**src/rtl/dot_pkg.sv**
```systemverilog
// rtl/dot_pkg.sv - register map, sequencer states and init table for the dot-matrix controller
package dot_pkg;

  // Driver register addresses
  localparam logic [3:0] ADDR_NOOP      = 4'h0;
  localparam logic [3:0] ADDR_DIGIT0    = 4'h1;
  localparam logic [3:0] ADDR_DIGIT1    = 4'h2;
  localparam logic [3:0] ADDR_DIGIT2    = 4'h3;
  localparam logic [3:0] ADDR_DIGIT3    = 4'h4;
  localparam logic [3:0] ADDR_DIGIT4    = 4'h5;
  localparam logic [3:0] ADDR_DIGIT5    = 4'h6;
  localparam logic [3:0] ADDR_DIGIT6    = 4'h7;
  localparam logic [3:0] ADDR_DIGIT7    = 4'h8;
  localparam logic [3:0] ADDR_DECODE    = 4'h9;
  localparam logic [3:0] ADDR_INTENSITY = 4'hA;
  localparam logic [3:0] ADDR_SCANLIM   = 4'hB;
  localparam logic [3:0] ADDR_SHUTDOWN  = 4'hC;
  localparam logic [3:0] ADDR_DISPTEST  = 4'hF;

  localparam int INIT_WORDS = 5;

  typedef enum logic [2:0] {
    INIT_LOAD,
    IDLE,
    LATCH,
    SHIFT_LO,
    SHIFT_HI,
    LOAD_PULSE,
    GAP,
    NEXT
  } state_t;

  function automatic logic [15:0] make_word(input logic [3:0] addr, input logic [7:0] data);
    return {4'h0, addr, data};
  endfunction

  // Power-up register programming, sent in index order 0..4
  function automatic logic [15:0] init_word(input logic [2:0] idx, input logic [3:0] inten);
    logic [15:0] w;
    case (idx)
      3'd0:    w = make_word(ADDR_DISPTEST, 8'h00);
      3'd1:    w = make_word(ADDR_DECODE, 8'h00);
      3'd2:    w = make_word(ADDR_INTENSITY, {4'h0, inten});
      3'd3:    w = make_word(ADDR_SCANLIM, 8'h07);
      default: w = make_word(ADDR_SHUTDOWN, 8'h01);
    endcase
    return w;
  endfunction

endpackage

```
**src/rtl/dot_shift16.sv**
```systemverilog
// rtl/dot_shift16.sv - 16-bit MSB-first serializer with LOAD framing
module dot_shift16 #(
  parameter int unsigned CLK_DIV = 4
) (
  input  logic        clk,
  input  logic        reset,
  input  logic        go,
  input  logic [15:0] word,
  output logic        clk_out,
  output logic        data_out,
  output logic        load,
  output logic        ack
);

  localparam logic [7:0] DIV_M1 = 8'(CLK_DIV - 1);

  logic        active;
  logic        phase_hi;
  logic [7:0]  cnt;
  logic [3:0]  bit_cnt;
  logic [14:0] sh;

  // Last cycle of bit 0 high phase: the word is complete
  assign ack = active && phase_hi && (cnt == DIV_M1) && (bit_cnt == 4'd0);

  // Bit timing: data changes at the start of each low phase, load rises after bit 0
  always_ff @(posedge clk or posedge reset) begin
    if (reset) begin
      active   <= 1'b0;
      phase_hi <= 1'b0;
      cnt      <= '0;
      bit_cnt  <= '0;
      sh       <= '0;
      clk_out  <= 1'b0;
      data_out <= 1'b0;
      load     <= 1'b1;
    end else if (go) begin
      active   <= 1'b1;
      phase_hi <= 1'b0;
      cnt      <= '0;
      bit_cnt  <= 4'd15;
      sh       <= word[14:0];
      clk_out  <= 1'b0;
      data_out <= word[15];
      load     <= 1'b0;
    end else if (active) begin
      if (cnt == DIV_M1) begin
        cnt <= '0;
        if (!phase_hi) begin
          phase_hi <= 1'b1;
          clk_out  <= 1'b1;
        end else if (bit_cnt == 4'd0) begin
          active   <= 1'b0;
          phase_hi <= 1'b0;
          clk_out  <= 1'b0;
          load     <= 1'b1;
        end else begin
          phase_hi <= 1'b0;
          clk_out  <= 1'b0;
          bit_cnt  <= bit_cnt - 4'd1;
          data_out <= sh[14];
          sh       <= {sh[13:0], 1'b0};
        end
      end else begin
        cnt <= cnt + 8'd1;
      end
    end
  end

endmodule

```
**src/rtl/dot_matrix_ctrl.sv**
```systemverilog
// rtl/dot_matrix_ctrl.sv - init/refresh sequencer for 8x8 dot-matrix driver; optional DOT_INTENSITY_EN
module dot_matrix_ctrl
  import dot_pkg::*;
#(
  parameter int unsigned CLK_DIV   = 4,
  parameter logic [3:0]  INTENSITY = 4'd8
) (
  input  logic        clk,
  input  logic        reset,
  input  logic        start,
  input  logic [63:0] row_data,
`ifdef DOT_INTENSITY_EN
  input  logic [3:0]  intensity,
`endif
  output logic        busy,
  output logic        done,
  output logic        clk_out,
  output logic        data_out,
  output logic        load
);

  localparam logic [7:0] DIV_M1 = 8'(CLK_DIV - 1);
  localparam logic [7:0] DIV_M2 = 8'(CLK_DIV - 2);

  state_t      state;
  state_t      state_next;
  logic [7:0]  cnt;
  logic [3:0]  widx;
  logic        init_mode;
  logic        pending;
  logic [63:0] frame;
  logic        with_prefix;
  logic [3:0]  cur_int;
  logic        last_word;
  logic        refresh_begin;
  logic        advance;
  logic        go;
  logic        ack;
  logic [15:0] word;
  logic [2:0]  row_sel;

  // A word is launched from INIT_LOAD (init table) or LATCH (refresh)
  assign go            = (state == INIT_LOAD) || (state == LATCH);
  assign advance       = (state == NEXT) && !last_word;
  assign refresh_begin = ((state == IDLE) && start) ||
                         ((state == NEXT) && last_word && (pending || start));

  // Final word index depends on the running sequence
  always_comb begin
    last_word = 1'b0;
    if (init_mode)        last_word = (widx == 4'(INIT_WORDS - 1));
    else if (with_prefix) last_word = (widx == 4'd8);
    else                  last_word = (widx == 4'd7);
  end

  // Word mux: init table, optional brightness prefix, then the eight rows
  always_comb begin
    row_sel = '0;
    word    = '0;
    if (init_mode) begin
      word = init_word(widx[2:0], INTENSITY);
    end else if (with_prefix && (widx == 4'd0)) begin
      word = make_word(ADDR_INTENSITY, {4'h0, cur_int});
    end else begin
      row_sel = with_prefix ? 3'(widx - 4'd1) : widx[2:0];
      word    = make_word(ADDR_DIGIT0 + {1'b0, row_sel}, frame[{row_sel, 3'b000} +: 8]);
    end
  end

  // State register
  always_ff @(posedge clk or posedge reset) begin
    if (reset) state <= INIT_LOAD;
    else       state <= state_next;
  end

  // Next-state logic
  always_comb begin
    state_next = state;
    case (state)
      INIT_LOAD:  state_next = SHIFT_LO;
      IDLE:       if (start) state_next = LATCH;
      LATCH:      state_next = SHIFT_LO;
      SHIFT_LO:   if (cnt == DIV_M1) state_next = SHIFT_HI;
      SHIFT_HI: begin
        if (ack)                 state_next = LOAD_PULSE;
        else if (cnt == DIV_M1)  state_next = SHIFT_LO;
      end
      LOAD_PULSE: if (cnt == DIV_M1) state_next = GAP;
      // GAP plus the NEXT cycle together hold load high for CLK_DIV cycles
      GAP:        if (cnt == DIV_M2) state_next = NEXT;
      NEXT: begin
        if (!last_word)              state_next = init_mode ? INIT_LOAD : LATCH;
        else if (pending || start)   state_next = LATCH;
        else                         state_next = IDLE;
      end
      default:    state_next = IDLE;
    endcase
  end

  // Phase counter restarts on every state change
  always_ff @(posedge clk or posedge reset) begin
    if (reset)                    cnt <= '0;
    else if (state_next != state) cnt <= '0;
    else                          cnt <= cnt + 8'd1;
  end

  // Sequence bookkeeping, request merging and status outputs
  always_ff @(posedge clk or posedge reset) begin
    if (reset) begin
      widx      <= '0;
      init_mode <= 1'b1;
      pending   <= 1'b0;
      frame     <= '0;
      busy      <= 1'b0;
      done      <= 1'b0;
    end else begin
      done <= (state == GAP) && (state_next == NEXT) && !init_mode && last_word;
      busy <= (state_next != IDLE) &&
              !((state_next == NEXT) && last_word && !(pending || start));
      if (refresh_begin) begin
        frame     <= row_data;
        widx      <= '0;
        init_mode <= 1'b0;
        pending   <= 1'b0;
      end else begin
        if (advance) widx <= widx + 4'd1;
        if ((state == NEXT) && last_word) begin
          init_mode <= 1'b0;
          pending   <= 1'b0;
        end else if (start && (state != IDLE)) begin
          pending <= 1'b1;
        end
      end
    end
  end

`ifdef DOT_INTENSITY_EN
  logic [3:0] last_int;

  // Prefix a brightness word only when the requested level differs from the last one sent
  always_ff @(posedge clk or posedge reset) begin
    if (reset) begin
      cur_int     <= INTENSITY;
      last_int    <= INTENSITY;
      with_prefix <= 1'b0;
    end else if (refresh_begin) begin
      cur_int     <= intensity;
      last_int    <= intensity;
      with_prefix <= (intensity != last_int);
    end
  end
`else
  assign with_prefix = 1'b0;
  assign cur_int     = INTENSITY;
`endif

  dot_shift16 #(
    .CLK_DIV (CLK_DIV)
  ) u_shift (
    .clk      (clk),
    .reset    (reset),
    .go       (go),
    .word     (word),
    .clk_out  (clk_out),
    .data_out (data_out),
    .load     (load),
    .ack      (ack)
  );

endmodule

```
**config.mk**
```make
export PLATFORM = sky130hd
export DESIGN_NAME = dot_matrix_ctrl
export DESIGN_NICKNAME = d
export VERILOG_FILES = /design/src/rtl/dot_pkg.sv /design/src/rtl/dot_shift16.sv /design/src/rtl/dot_matrix_ctrl.sv
export SDC_FILE = /design/constraint.sdc
export NUM_CORES = 1
export LEC_CHECK = 0
export BUFFER_PORTS_ARGS = -buffer_cell sky130_fd_sc_hd__buf_2
export CAP_MARGIN = 20
export CORE_ASPECT_RATIO = 0.6
export CORE_MARGIN = 3
export CORE_UTILIZATION = 30
export DETAILED_ROUTE_END_ITERATION = 8
export PLACE_DENSITY_LB_ADDON = 0.1
export SETUP_SLACK_MARGIN = 0.4
export SLEW_MARGIN = 20
export SYNTH_ARGS = -nofsm -noshare
export SYNTH_HDL_FRONTEND = slang
export SYNTH_HIERARCHICAL = 1
export SYNTH_SLANG_ARGS = --single-unit
export TNS_END_PERCENT = 20
```
**constraint.sdc**
```tcl
create_clock -name clk -period 3.4 [get_ports clk]
set_input_delay 0.34 -clock clk [delete_from_list [all_inputs] [get_ports clk]]
set_output_delay 0.34 -clock clk [all_outputs]
set_load 0.1 [all_outputs]
```
==> metrics.log, run 1 <==
[metrics] most common cell type on the critical path: nand2_1
[metrics] fraction of the core area covered by cells at the end of the flow: 37.7%
[metrics] beginning of the critical path: init_mode
[metrics] number of failing setup endpoints in the final timing report: 0
[metrics] total negative slack for setup checks: 0 ps
[metrics] antenna diode instance count: 0
[metrics] reported max-cap violation count: 0
[metrics] number of placed instances with taps included: 897
[metrics] transition time of the tightest slew-check pin: 856 ps
[metrics] number of cell rows: 38
[metrics] vias per cell: 4.75
[metrics] clock transition at the register clock pins on the worst setup and hold paths after CTS: 60 ps
[metrics] Net count, final: 753
[metrics] first-pass GRT wire length: 23.7 mm
[metrics] adder-cell area share of the yosys netlist: 2.19%
[metrics] HPWL after DPL: around 9.5 mm
[metrics] hold crit path type: in2async
[metrics] syn_area_per_cell: between 9 and 10 µm²
[metrics] number of setup buffers added after CTS: 0
[metrics] final hold viol count: 0
[metrics] count of unique library cells instantiated by Yosys: 54
[metrics] die height: about 110 µm
[metrics] crit path cell chain: or3b_1 > a2111oi_4 > nand2_1 > a21oi_4 > buf_4 > nand2_1 > nand2_1
[metrics] largest voltage drop on the vdd net: 311 µV
[metrics] post-route antenna net violation count: 0
[metrics] count of flip-flops with a built-in enable after synthesis: 0
[metrics] initial standard-cell utilization of the core: 31.1%
[metrics] Critical Path Sink Type: flop
[metrics] dominant combinational cell family by area after synthesis: simple AND/OR/NAND/NOR gates
[metrics] CP max FO: 42
[metrics] largest net degree at the start of global routing: 66
[metrics] element type at the critical path start: flop
[metrics] count of H-tree levels built during CTS: 4
[metrics] number of max-slew violations in the final report: 0
[metrics] filler cell count: about 1900
[metrics] Worst Path Required: roughly 3800 ps
[metrics] Max transition margin: 42.9%
[metrics] antenna violations before repair: 0
[metrics] min Tclk post-route: 2680 ps
[metrics] leading register cell type out of synthesis: dfrtp_1
[metrics] Synth Area in Compound Gates: between 8 and 9%
[metrics] most common cell in the netlist: nand2_1
[metrics] Syn Inst Count: around 610
[metrics] count of synthesis-stage warnings from yosys: 6
[metrics] Pleak: 3.28 nW
[metrics] Layout Skew: 12.3 ps
[metrics] mean routed wirelength per cell: 15.3 µm
[metrics] area of the die: 20800 µm²
[metrics] slowest library cell on the worst path: dfstp_2
[metrics] multiplexer fraction of the synthesized cell area: 7.04%
[metrics] xor and xnor area share after synthesis: 1.84%
[metrics] Detailed Route Iter0 Violations: 261
[metrics] achievable frequency: 373 MHz
[metrics] cell types with the largest area share after synthesis: dfrtp_1, nand2_1, mux4_2
[metrics] most frequent cells after synthesis: nand2_1, dfrtp_1, nor2_1
[metrics] RSZ-0062 raised after global routing: false
[metrics] maximum clock insertion buffer count: 2
[metrics] result of the run: finished, final reports clean
[metrics] R2R setup slack: 720 ps
[metrics] share of synthesized area occupied by flip-flops and latches: 50.1%
[metrics] Cell Area, Synth: 5700 µm²
[metrics] RR Startpoint: init_mode
[metrics] crit-path leading delay family: simple AND/OR/NAND/NOR gates
[metrics] via count of the routed design: 4410
[metrics] I/O pin count: 72
[metrics] Worst Setup Slack post-DPL: 719 ps
[metrics] drt drc: 0
[metrics] number of register bits inferred by synthesis: 114
[metrics] post-synth top area share: 49.2%
[metrics] minimum hold slack: 34.1 ps
[metrics] post-route fraction of the period consumed by the critical path: 78.8%
[metrics] sum of routed wire length over all layers: 14.2 mm
[metrics] critical setup path kind: reg2reg
[metrics] post-synthesis to final-layout area growth: 21.4%
[metrics] number of optimization iterations in the first detailed-route pass: 4
[metrics] worst skew pair latency: 410 ps
[metrics] TritonCTS clock tree: yes
[metrics] cts-stage hold buffer count: 0
[metrics] CP Buf/Inv Count: 1
[metrics] share of post-route cells with drive strength above 1: 20.5%
[metrics] cell at the root of the clock tree: clkbuf_16
[metrics] worst path setup slack after routing: between 700 and 800 ps
[metrics] post-CTS resize count: 0
[metrics] aggregate global-route resource usage: 14.5%
[metrics] Chip Width: 184 µm
[metrics] CTS Buf Count: 17
[metrics] via count of the first global-routing pass: 4589
[metrics] Sinks on Clock Net: 114
[metrics] FFs w/ async S/R, synth: 100%
[metrics] total of buffers placed on input and output ports: between 70 and 80
[metrics] Critical Path Max Stage Delay: around 640 ps
[metrics] final global-route overflow total: 0
[metrics] post-synthesis share of cell area spent on and, or, nand and nor gates: 26.5%
[metrics] placeable core region: 18400 µm²
[metrics] Pwr Density: 498 nW/µm²
[metrics] routability cong.: 0.759
[metrics] WP data arrival: just over 3000 ps
[metrics] number of standard cells in the final layout excluding fillers: 929
[metrics] area leader, netlist: dfrtp_1
## per-layer routing
layer	up-vias	global-route usage [%]	part of all wire (%)
li1	2171	-	-
met1	2151	22.0	54
met2	74	20.3	41
met3	14	3.69	3.4
met4	0	4.13	1.2
met5	-	0	0
## worst reg2reg max path: cells and delay by family (launching register included)
kind,cells,cell delay [ps]
simple gates,4,910
buf+inv,1,410
flops,1,640
compound gates,2,660
## placed cells by master, fill, tap and decap left out, types with 6 or more instances in the layout
cell / instances
nand2_1: 218
dfrtp_1: 112
buf_2: 71
nor2_1: 29
a21oi_1: 17
nor2b_1: 17
clkbuf_16: 17
nand3_1: 16
nor3b_1: 16
mux4_2: 16
inv_1: 15
a221o_1: 15
o21ai_0: 12
buf_4: 11
ha_1: 10
xor2_1: 8
nor3_1: 6
## area by class of cell
type	count	area [µm²]	area share [%]
multi-input cells	445	2640	38.1
inverters	16	61.3	0.886
flip-flops and latches	114	2860	41.3
repair buffers	82	438	6.33
clock buffers	21	480	6.94
clock inverters	11	149	2.15
well taps	240	300	4.34
## flip-flops by register name, indices dropped and copies added (netlist names)
signal and count:
u_shift/sh 15, frame 64, u_shift/phase_hi 1, init_mode 1, u_shift/bit_cnt 4, widx 4, u_shift/load 1, state 3
pending 1, u_shift/cnt 8, done 1, u_shift/active 1, cnt 8, busy 1, u_shift/data_out 1
## where the power goes
part           internal [mW]  total (mW)  switching [mW]
Combinational         0.0573       0.125          0.0677
Sequential              1.40        1.42          0.0199
Clock                   1.23        1.91           0.672
## kinds of logic after synthesis
kind of cell    Yosys count
simple gates            335
buf+inv                  51
mux                      20
other cells               1
xor+xnor                 12
flops                   114
compound gates           64
fa+ha+maj                10
## per-stage QoR
step	power, mW	instance area, µm²
final	3.45	6920
after detailed placement	1.57	6290
after floorplan	1.50	5710
after global placement	1.57	6280
after CTS	3.50	6920
after global routing	3.58	6920
## worst paths after layout
check                                  to  cells after the start
max                             frame[13]                      7
min                        u_shift/cnt[3]                      3
max reg2reg                     frame[13]                      7
min reg2reg                     frame[55]                      2
max in group asynchronous        frame[7]                      3
min in group clk                frame[25]                      3
(Power assumes the default switching activity.)
==> run 2: changes to the inputs <==
Clock period 3.4 ns to 2.17 ns, I/O delays scaled along.
==> run 2 against run 1 <==
The run now ends with setup timing left; combinational power up 110%; first-iteration DRC count increased by 28%; fmax up 14%; clock power rose by 46%; critical path depth grew 2; wire length up 19%; clock skew is essentially flat; non-clock buffer count up 93; global-route usage grew 2.2 points; largest cell class unchanged; highest routed layer unchanged.
==> metrics.log, run 2 (same netlist as run 1, synthesis figures left out) <==
[metrics] via count of the routed design: 4914 (was 4410)
[metrics] routed length on met3: 760 µm (was 482 µm)
[metrics] Net count, final: 846 (was 753)
[metrics] I/O pin count: 72 (unchanged)
[metrics] result of the run: finished with violations (was finished, final reports clean)
[metrics] aggregate global-route resource usage: 16.7% (was 14.5%)
[metrics] drt drc: 0 (unchanged)
[metrics] critical setup path kind: reg2reg (unchanged)
[metrics] Critical Path Sink Type: flop (unchanged)
[metrics] fraction of the core area covered by cells at the end of the flow: 44.0% (was 37.7%)
[metrics] final global-route overflow total: 0 (unchanged)
[metrics] Pleak: 3.76 nW (was 3.28 nW)
[metrics] worst path setup slack after routing: -178 ps (was 719 ps)
[metrics] number of failing setup endpoints in the final timing report: 71 (was 0)
[metrics] placeable core region: 18400 µm² (unchanged)
[metrics] die height: 113 µm (unchanged)
[metrics] combined flip-flop and latch cell area: 2860 µm² (unchanged)
[metrics] first-pass GRT wire length: 27.3 mm (was 23.7 mm)
[metrics] reported max-cap violation count: 0 (unchanged)
[metrics] Sinks on Clock Net: 114 (unchanged)
[metrics] Worst Path Required: 2460 ps (was 3750 ps)
[metrics] largest voltage drop on the vdd net: 557 µV (was 311 µV)
[metrics] sum of routed wire length over all layers: 16.9 mm (was 14.2 mm)
[metrics] CP max FO: 3 (was 42)
[metrics] count of H-tree levels built during CTS: 4 (unchanged)
[metrics] filler cell count: 1778 (was 1905)
[metrics] antenna violations before repair: 0 (unchanged)
[metrics] number of standard cells in the final layout excluding fillers: 1022 (was 929)
[metrics] Pwr Density: 652 nW/µm² (was 498 nW/µm²)
[metrics] hold crit path type: in2reg (was in2async)
[metrics] Layout Skew: 12.5 ps (was 12.3 ps)
[metrics] number of max-slew violations in the final report: 0 (unchanged)
[metrics] overall power: 5.27 mW (was 3.45 mW)
[metrics] achievable frequency: 426 MHz (was 373 MHz)
[metrics] Chip Width: 184 µm (unchanged)
[metrics] mean routed wirelength per cell: 16.5 µm (was 15.3 µm)
[metrics] commonest non-fill, non-tap cell in the layout: nand2_1 (unchanged)
[metrics] via count of the first global-routing pass: 5183 (was 4589)
[metrics] highest metal used: met4 (unchanged)
[metrics] number of placed instances with taps included: 931 (was 897)
[metrics] met2 routed wirelength: 7.41 mm (was 5.89 mm)
[metrics] share of post-route cells with drive strength above 1: 26.7% (was 20.5%)
[metrics] element type at the critical path start: flop (unchanged)
[metrics] final hold viol count: 0 (unchanged)
[metrics] register with the most flip-flops: frame (unchanged)
[metrics] number of optimization iterations in the first detailed-route pass: 5 (was 4)
[metrics] area of the die: 20800 µm² (unchanged)
[metrics] most frequent cells in the layout: nand2_1, dfrtp_1, buf_2 (unchanged)
[metrics] Worst Setup Slack post-DPL: -240 ps (was 719 ps)
[metrics] routability cong.: 0.769 (was 0.759)
[metrics] wl on met1: 8.56 mm (was 7.70 mm)
[metrics] leading registers by flop count: frame: 64 flops, u_shift/sh: 15 flops (unchanged)
[metrics] vias per cell: 4.81 (was 4.75)
[metrics] RSZ-0062 raised after global routing: true (was false)
[metrics] failing checks: setup timing
[metrics] number of cell rows: 38 (unchanged)
[metrics] WP data arrival: 2640 ps (was 3030 ps)
[metrics] post-route cell area: 8080 µm² (was 6920 µm²)
[metrics] cell at the root of the clock tree: clkbuf_16 (unchanged)
[metrics] clock transition at the register clock pins on the worst setup and hold paths after CTS: 60 ps (about the same)
[metrics] post-route fraction of the period consumed by the critical path: 108% (was 78.8%)
[metrics] maximum clock insertion buffer count: 2 (unchanged)
[metrics] CTS Buf Count: 17 (unchanged)
[metrics] Detailed Route Iter0 Violations: 335 (was 261)
[metrics] total cell area at the placement stage: 6620 µm² (was 6290 µm²)
[metrics] antenna diode instance count: 0 (unchanged)
[metrics] area of the multi-input gates: 2770 µm² (was 2640 µm²)
[metrics] post-synthesis to final-layout area growth: 41.7% (was 21.4%)
[metrics] initial standard-cell utilization of the core: 31.1% (unchanged)
[metrics] post-route antenna net violation count: 0 (unchanged)
[metrics] number of flip-flops in the largest register: 64 (unchanged)
[metrics] min Tclk post-route: 2350 ps (was 2680 ps)
[metrics] TritonCTS clock tree: yes (unchanged)
[metrics] total of buffers placed on input and output ports: 71 (unchanged)
[metrics] worst skew pair latency: 420 ps (was 410 ps)
[metrics] largest net degree at the start of global routing: 65 (was 66)
[metrics] HPWL after DPL: 9.88 mm (was 9.48 mm)
-- run 2: report_power, final --
group / internal, mW / switching, mW
clock network: 1.72 / 1.06
logic: 0.148 / 0.121
registers: 2.19 / 0.0319
-- run 2: cell type report --
type                       instances  share of cell area (%)
multi-input combinational        445                    34.3
timing repair buffer             175                    18.6
inverter                          16                   0.821
tap                              240                    3.72
sequential                       114                    35.4
clock inverter                    13                    1.69
clock buffer                      19                    5.48
-- run 2: worst paths after layout --
path / start / end / slack, ps / cells past startpoint
hold reg to reg: frame[51] / frame[51] / 470 / 2
max in group asynchronous: reset / init_mode / 1190 / 4
min in group asynchronous: reset / frame[11] / 340 / 3
hold / removal: row_data[33] / frame[33] / 10 / 3
setup reg to reg: init_mode / busy / -180 / 9
setup / recovery: init_mode / busy / -180 / 9
-- run 2: worst max-delay path, cell delays in order (launching register included) --
cell,delay [ps]
dfstp_2,520
or3b_4,400
a2111oi_4,460
buf_4,180
buf_6,100
and3_4,200
a211oi_4,70
buf_4,180
inv_4,50
a31oi_4,70
-- run 2: routing by layer --
metal | track usage, % | vias to the layer above
li1 | - | 2365
met1 | 24.0 | 2416
met2 | 24.8 | 119
met3 | 4.79 | 14
met4 | 3.93 | 0
met5 | 0 | -
-- run 2: per-stage QoR --
stage / TNS, ps / hold WS, ps
3_3_place_gp: -6930 / 233
4_1_cts: -2820 / 1.33
3_5_place_dp: -10420 / 235
2_1_floorplan: -249 / 320
5_1_grt: -14810 / 3.14
6_report: -8500 / 10.9
-- run 2: what timing repair did --
| action | CTS | global route |
|---|---|---|
| setup endpoints to repair | 100 | 103 |
| buffers inserted | 5 | 2 |
| hold buffers | 46 | 0 |
| cloned | 2 | 4 |
| pin swaps | 9 | 9 |
| resized for setup | 27 | 15 |
| endpoints found under the hold margin | 88 | 0 |
==> run 3: changes to the inputs <==
Settings changed: CORE_MARGIN 3 to default, SYNTH_HIERARCHICAL 1 to default.
==> run 3 against run 2 <==
The flow finishes with violations (hold timing); first-iteration DRC count fell by 63%; fmax up 16%; via count fell by 19%; utilization decreased by 3.0 points; worst hold slack worse by 59 ps; sequential power barely moved; synthesized cell count down 24%; non-clock buffer count down 57.
==> metrics.log, run 3 <==
[metrics] result of the run: finished with violations (unchanged)
[metrics] failing checks: hold timing (was setup timing)
[metrics] minimum hold slack: -48.6 ps (was 10.9 ps)
[metrics] most frequent cells in the layout: dfrtp_1, buf_2, mux2_2 (was nand2_1, dfrtp_1, buf_2)
[metrics] crit-path leading delay family: simple AND/OR/NAND/NOR gates (unchanged)
[metrics] leading registers by flop count: frame: 64 flops, u_shift.sh: 15 flops (was frame: 64 flops, u_shift/sh: 15 flops)
[metrics] post-route cell area: 7460 µm² (was 8080 µm²)
[metrics] slowest library cell on the worst path: or4b_4 (was dfstp_2)
[metrics] Syn Inst Count: 459 (was 607)
[metrics] element type at the critical path start: flop (unchanged)
[metrics] reg-to-reg endpoint: u_shift.cnt[6] (was busy)
[metrics] Most Used Layer, Global Route: met2 (unchanged)
[metrics] transition time of the tightest slew-check pin: 665 ps
[metrics] RR Startpoint: u_shift.cnt[1] (was init_mode)
[metrics] commonest non-fill, non-tap cell in the layout: dfrtp_1 (was nand2_1)
[metrics] CP max FO: 5 (was 3)
[metrics] largest voltage drop on the vdd net: 536 µV (was 557 µV)
[metrics] achievable frequency: 495 MHz (was 426 MHz)
[metrics] post-synth top area share: 49.8% (was 49.2%)
[metrics] first-pass GRT wire length: 22.8 mm (was 27.3 mm)
[metrics] FFs w/ async S/R, synth: 100% (unchanged)
[metrics] register with the most flip-flops: frame (unchanged)
[metrics] total negative slack for setup checks: 0 ps (was -8500 ps)
[metrics] Worst Path Required: 2470 ps (was 2460 ps)
[metrics] sum of routed wire length over all layers: 13.8 mm (was 16.9 mm)
[metrics] count of unique library cells instantiated by Yosys: 62 (was 54)
[metrics] number of cells on the worst reg-to-reg path: 7 (was 9)
[metrics] most frequent cells after synthesis: dfrtp_1, mux2_2, nor2_1 (was nand2_1, dfrtp_1, nor2_1)
[metrics] critical setup path kind: reg2reg (unchanged)
[metrics] cell at the root of the clock tree: clkbuf_16 (unchanged)
[metrics] total of buffers placed on input and output ports: 71 (unchanged)
[metrics] number of failing setup endpoints in the final timing report: 0 (was 71)
[metrics] Critical Path Sink Type: flop (unchanged)
[metrics] Pleak: 3.49 nW (was 3.76 nW)
[metrics] mean routed wirelength per cell: 16.8 µm (was 16.5 µm)
[metrics] count of synthesis-stage warnings from yosys: 0 (was 6)
[metrics] vias per cell: 4.85 (was 4.81)
[metrics] antenna violations before repair: 0 (unchanged)
[metrics] Critical Path Max Stage Delay: 490 ps (was 520 ps)
[metrics] clock transition at the register clock pins on the worst setup and hold paths after CTS: 60 ps (about the same)
[metrics] final global-route overflow total: 0 (unchanged)
[metrics] fraction of met2 tracks used by global routing: 22.5% (was 24.8%)
[metrics] initial standard-cell utilization of the core: 30.9% (was 31.1%)
[metrics] Chip Width: 179 µm (was 184 µm)
[metrics] die height: 108 µm (was 113 µm)
[metrics] routing usage on met1: 22.1% (was 24.0%)
[metrics] Synthesized Nets: around 540
[metrics] area of the die: 19300 µm² (was 20800 µm²)
[metrics] R2R setup slack: 150 ps (was -180 ps)
[metrics] post-route antenna net violation count: 0 (unchanged)
[metrics] count of H-tree levels built during CTS: 4 (unchanged)
[metrics] via count of the first global-routing pass: 4351 (was 5183)
[metrics] min Tclk post-route: 2020 ps (was 2350 ps)
[metrics] Net count, final: 645 (was 846)
[metrics] placeable core region: 18200 µm² (was 18400 µm²)
[metrics] leading register cell type out of synthesis: dfrtp_1 (unchanged)
[metrics] hold crit path type: in2async (was in2reg)
[metrics] number of optimization iterations in the first detailed-route pass: 5 (unchanged)
[metrics] TritonCTS clock tree: yes (unchanged)
[metrics] post-route fraction of the period consumed by the critical path: 93.0% (was 108%)
[metrics] Detailed Route Iter0 Violations: 124 (was 335)
[metrics] cell types with the largest area share after synthesis: dfrtp_1, mux2_2, mux4_2 (was dfrtp_1, nand2_1, mux4_2)
[metrics] Pwr Density: 755 nW/µm² (was 652 nW/µm²)
[metrics] aggregate global-route resource usage: 15.6% (was 16.7%)
[metrics] cts-stage hold buffer count: 0 (was 46)
[metrics] count of flip-flops with a built-in enable after synthesis: 0 (unchanged)
[metrics] I/O pin count: 72 (unchanged)
[metrics] Sinks on Clock Net: 114 (unchanged)
[metrics] number of max-slew violations in the final report: 0 (unchanged)
[metrics] routability cong.: 0.772 (was 0.769)
[metrics] WP data arrival: 2320 ps (was 2640 ps)
[metrics] CP Buf/Inv Count: 0 (was 4)
[metrics] share of post-route cells with drive strength above 1: 44.8% (was 26.7%)
[metrics] crit path cell chain: ha_4 > or4b_4 > or4_4 > nand3_2 > nor2b_1 > o21ai_0 > o31ai_1 (was or3b_4 > a2111oi_4 > buf_4 > buf_6 > and3_4 > a211oi_4 > buf_4 > inv_4 > a31oi_4)
[metrics] final hold viol count: 35 (was 0)
[metrics] most common cell in the netlist: dfrtp_1 (was nand2_1)
[metrics] Cell Area, Synth: 5630 µm² (was 5700 µm²)
[metrics] post-synthesis to final-layout area growth: 32.6% (was 41.7%)
[metrics] CTS Buf Count: 17 (unchanged)
[metrics] Max transition margin: 55.7%
[metrics] maximum clock insertion buffer count: 2 (unchanged)
[metrics] number of register bits inferred by synthesis: 114 (unchanged)
[metrics] HPWL after DPL: 8.92 mm (was 9.88 mm)
[metrics] via count of the routed design: 3978 (was 4914)
[metrics] total cell area at the placement stage: 6400 µm² (was 6620 µm²)
[metrics] reported max-cap violation count: 0 (unchanged)
[metrics] Layout Skew: 9.66 ps (was 12.5 ps)
[metrics] grt met3 use: 4.40% (was 4.79%)
[metrics] number of cell rows: 38 (unchanged)
[metrics] worst skew pair latency: 420 ps (about the same)
[metrics] number of flip-flops in the largest register: 64 (unchanged)
[metrics] share of synthesized area occupied by flip-flops and latches: 50.7% (was 50.1%)
[metrics] RSZ-0062 raised after global routing: true (unchanged)
[metrics] largest net degree at the start of global routing: 115 (was 65)
[metrics] area leader, netlist: dfrtp_1 (unchanged)
[metrics] syn_area_per_cell: 12.3 µm² (was 9.39 µm²)
[metrics] drt drc: 0 (unchanged)
[metrics] antenna diode instance count: 0 (unchanged)
==> run 3: worst max path at each step <==
stage	slack, ps	start	endpoint	depth (start not counted)
2_1_floorplan	-150	u_shift.clk_out	cnt[2]	6
3_5_place_dp	-0.2	u_shift.bit_cnt[0]	cnt[7]	10
6_report	150	u_shift.cnt[1]	u_shift.cnt[6]	7
5_1_grt	70	u_shift.bit_cnt[0]	busy	9
4_1_cts	110	init_mode	frame[1]	8
3_3_place_gp	10	u_shift.bit_cnt[0]	busy	9
==> run 3: layer usage <==
layer | share of wire [%] | routed length, µm
met4 | 1.3 | 178
met3 | 3.8 | 519
met5 | 0 | 0
met2 | 43 | 5850
met1 | 52 | 7210
==> run 3: final cells by class <==
type	instances	area, µm²
clock inverters	14	211
flip-flops and latches	114	2860
well taps	240	300
inverters	13	52.6
multi-input cells	304	2740
fillers	1722	10700
clock buffers	18	439
repair buffers	118	866
==> run 3: worst register-to-register path, delay by kind of cell, from the launching register on <==
family,cells,cell delay [ps]
AND/OR/NAND/NOR,4,1100
flip-flops,1,400
AO/OA/AOI/OAI,2,250
adder cells (fa/ha/maj),1,170
==> run 3: through the flow <==
step / hold WS (ps) / power (mW) / utilization, % / setup WS (ps) / cells
2_1_floorplan: 352 / 2.44 / - / -150 / 459
3_3_place_gp: 435 / 2.57 / 35.1 / 11.4 / 770
3_5_place_dp: 445 / 2.58 / 35.1 / -0.219 / 770
4_1_cts: 10.2 / 5.69 / 40.3 / 112 / 816
5_1_grt: 12.5 / 5.85 / 41.0 / 73.7 / 821
6_report: -48.6 / 5.64 / 41.0 / 151 / 821
==> run 3: timing repair <==
item	CTS	global route
endpoints found under the hold margin	0	0
pin swaps	13	5
resized for setup	41	11
setup buffers	13	3
cloned	1	2
setup endpoints to repair	107	109
==> run 3: cells by family after synthesis <==
group / Yosys count / synth area share (%)
AOI/OAI and AO/OA: 62 / 7.20
xor gates and xnor gates: 15 / 2.33
adders and majority gates: 10 / 2.22
buffers and inverters: 41 / 3.69
DFF: 114 / 50.7
muxes: 99 / 22.6
and+or+nand+nor: 118 / 11.2
==> run 3: report_power, final <==
group,internal (mW),switching (mW)
registers,2.19,0.0359
clock network,2.06,1.04
logic,0.157,0.152
total,4.41,1.23
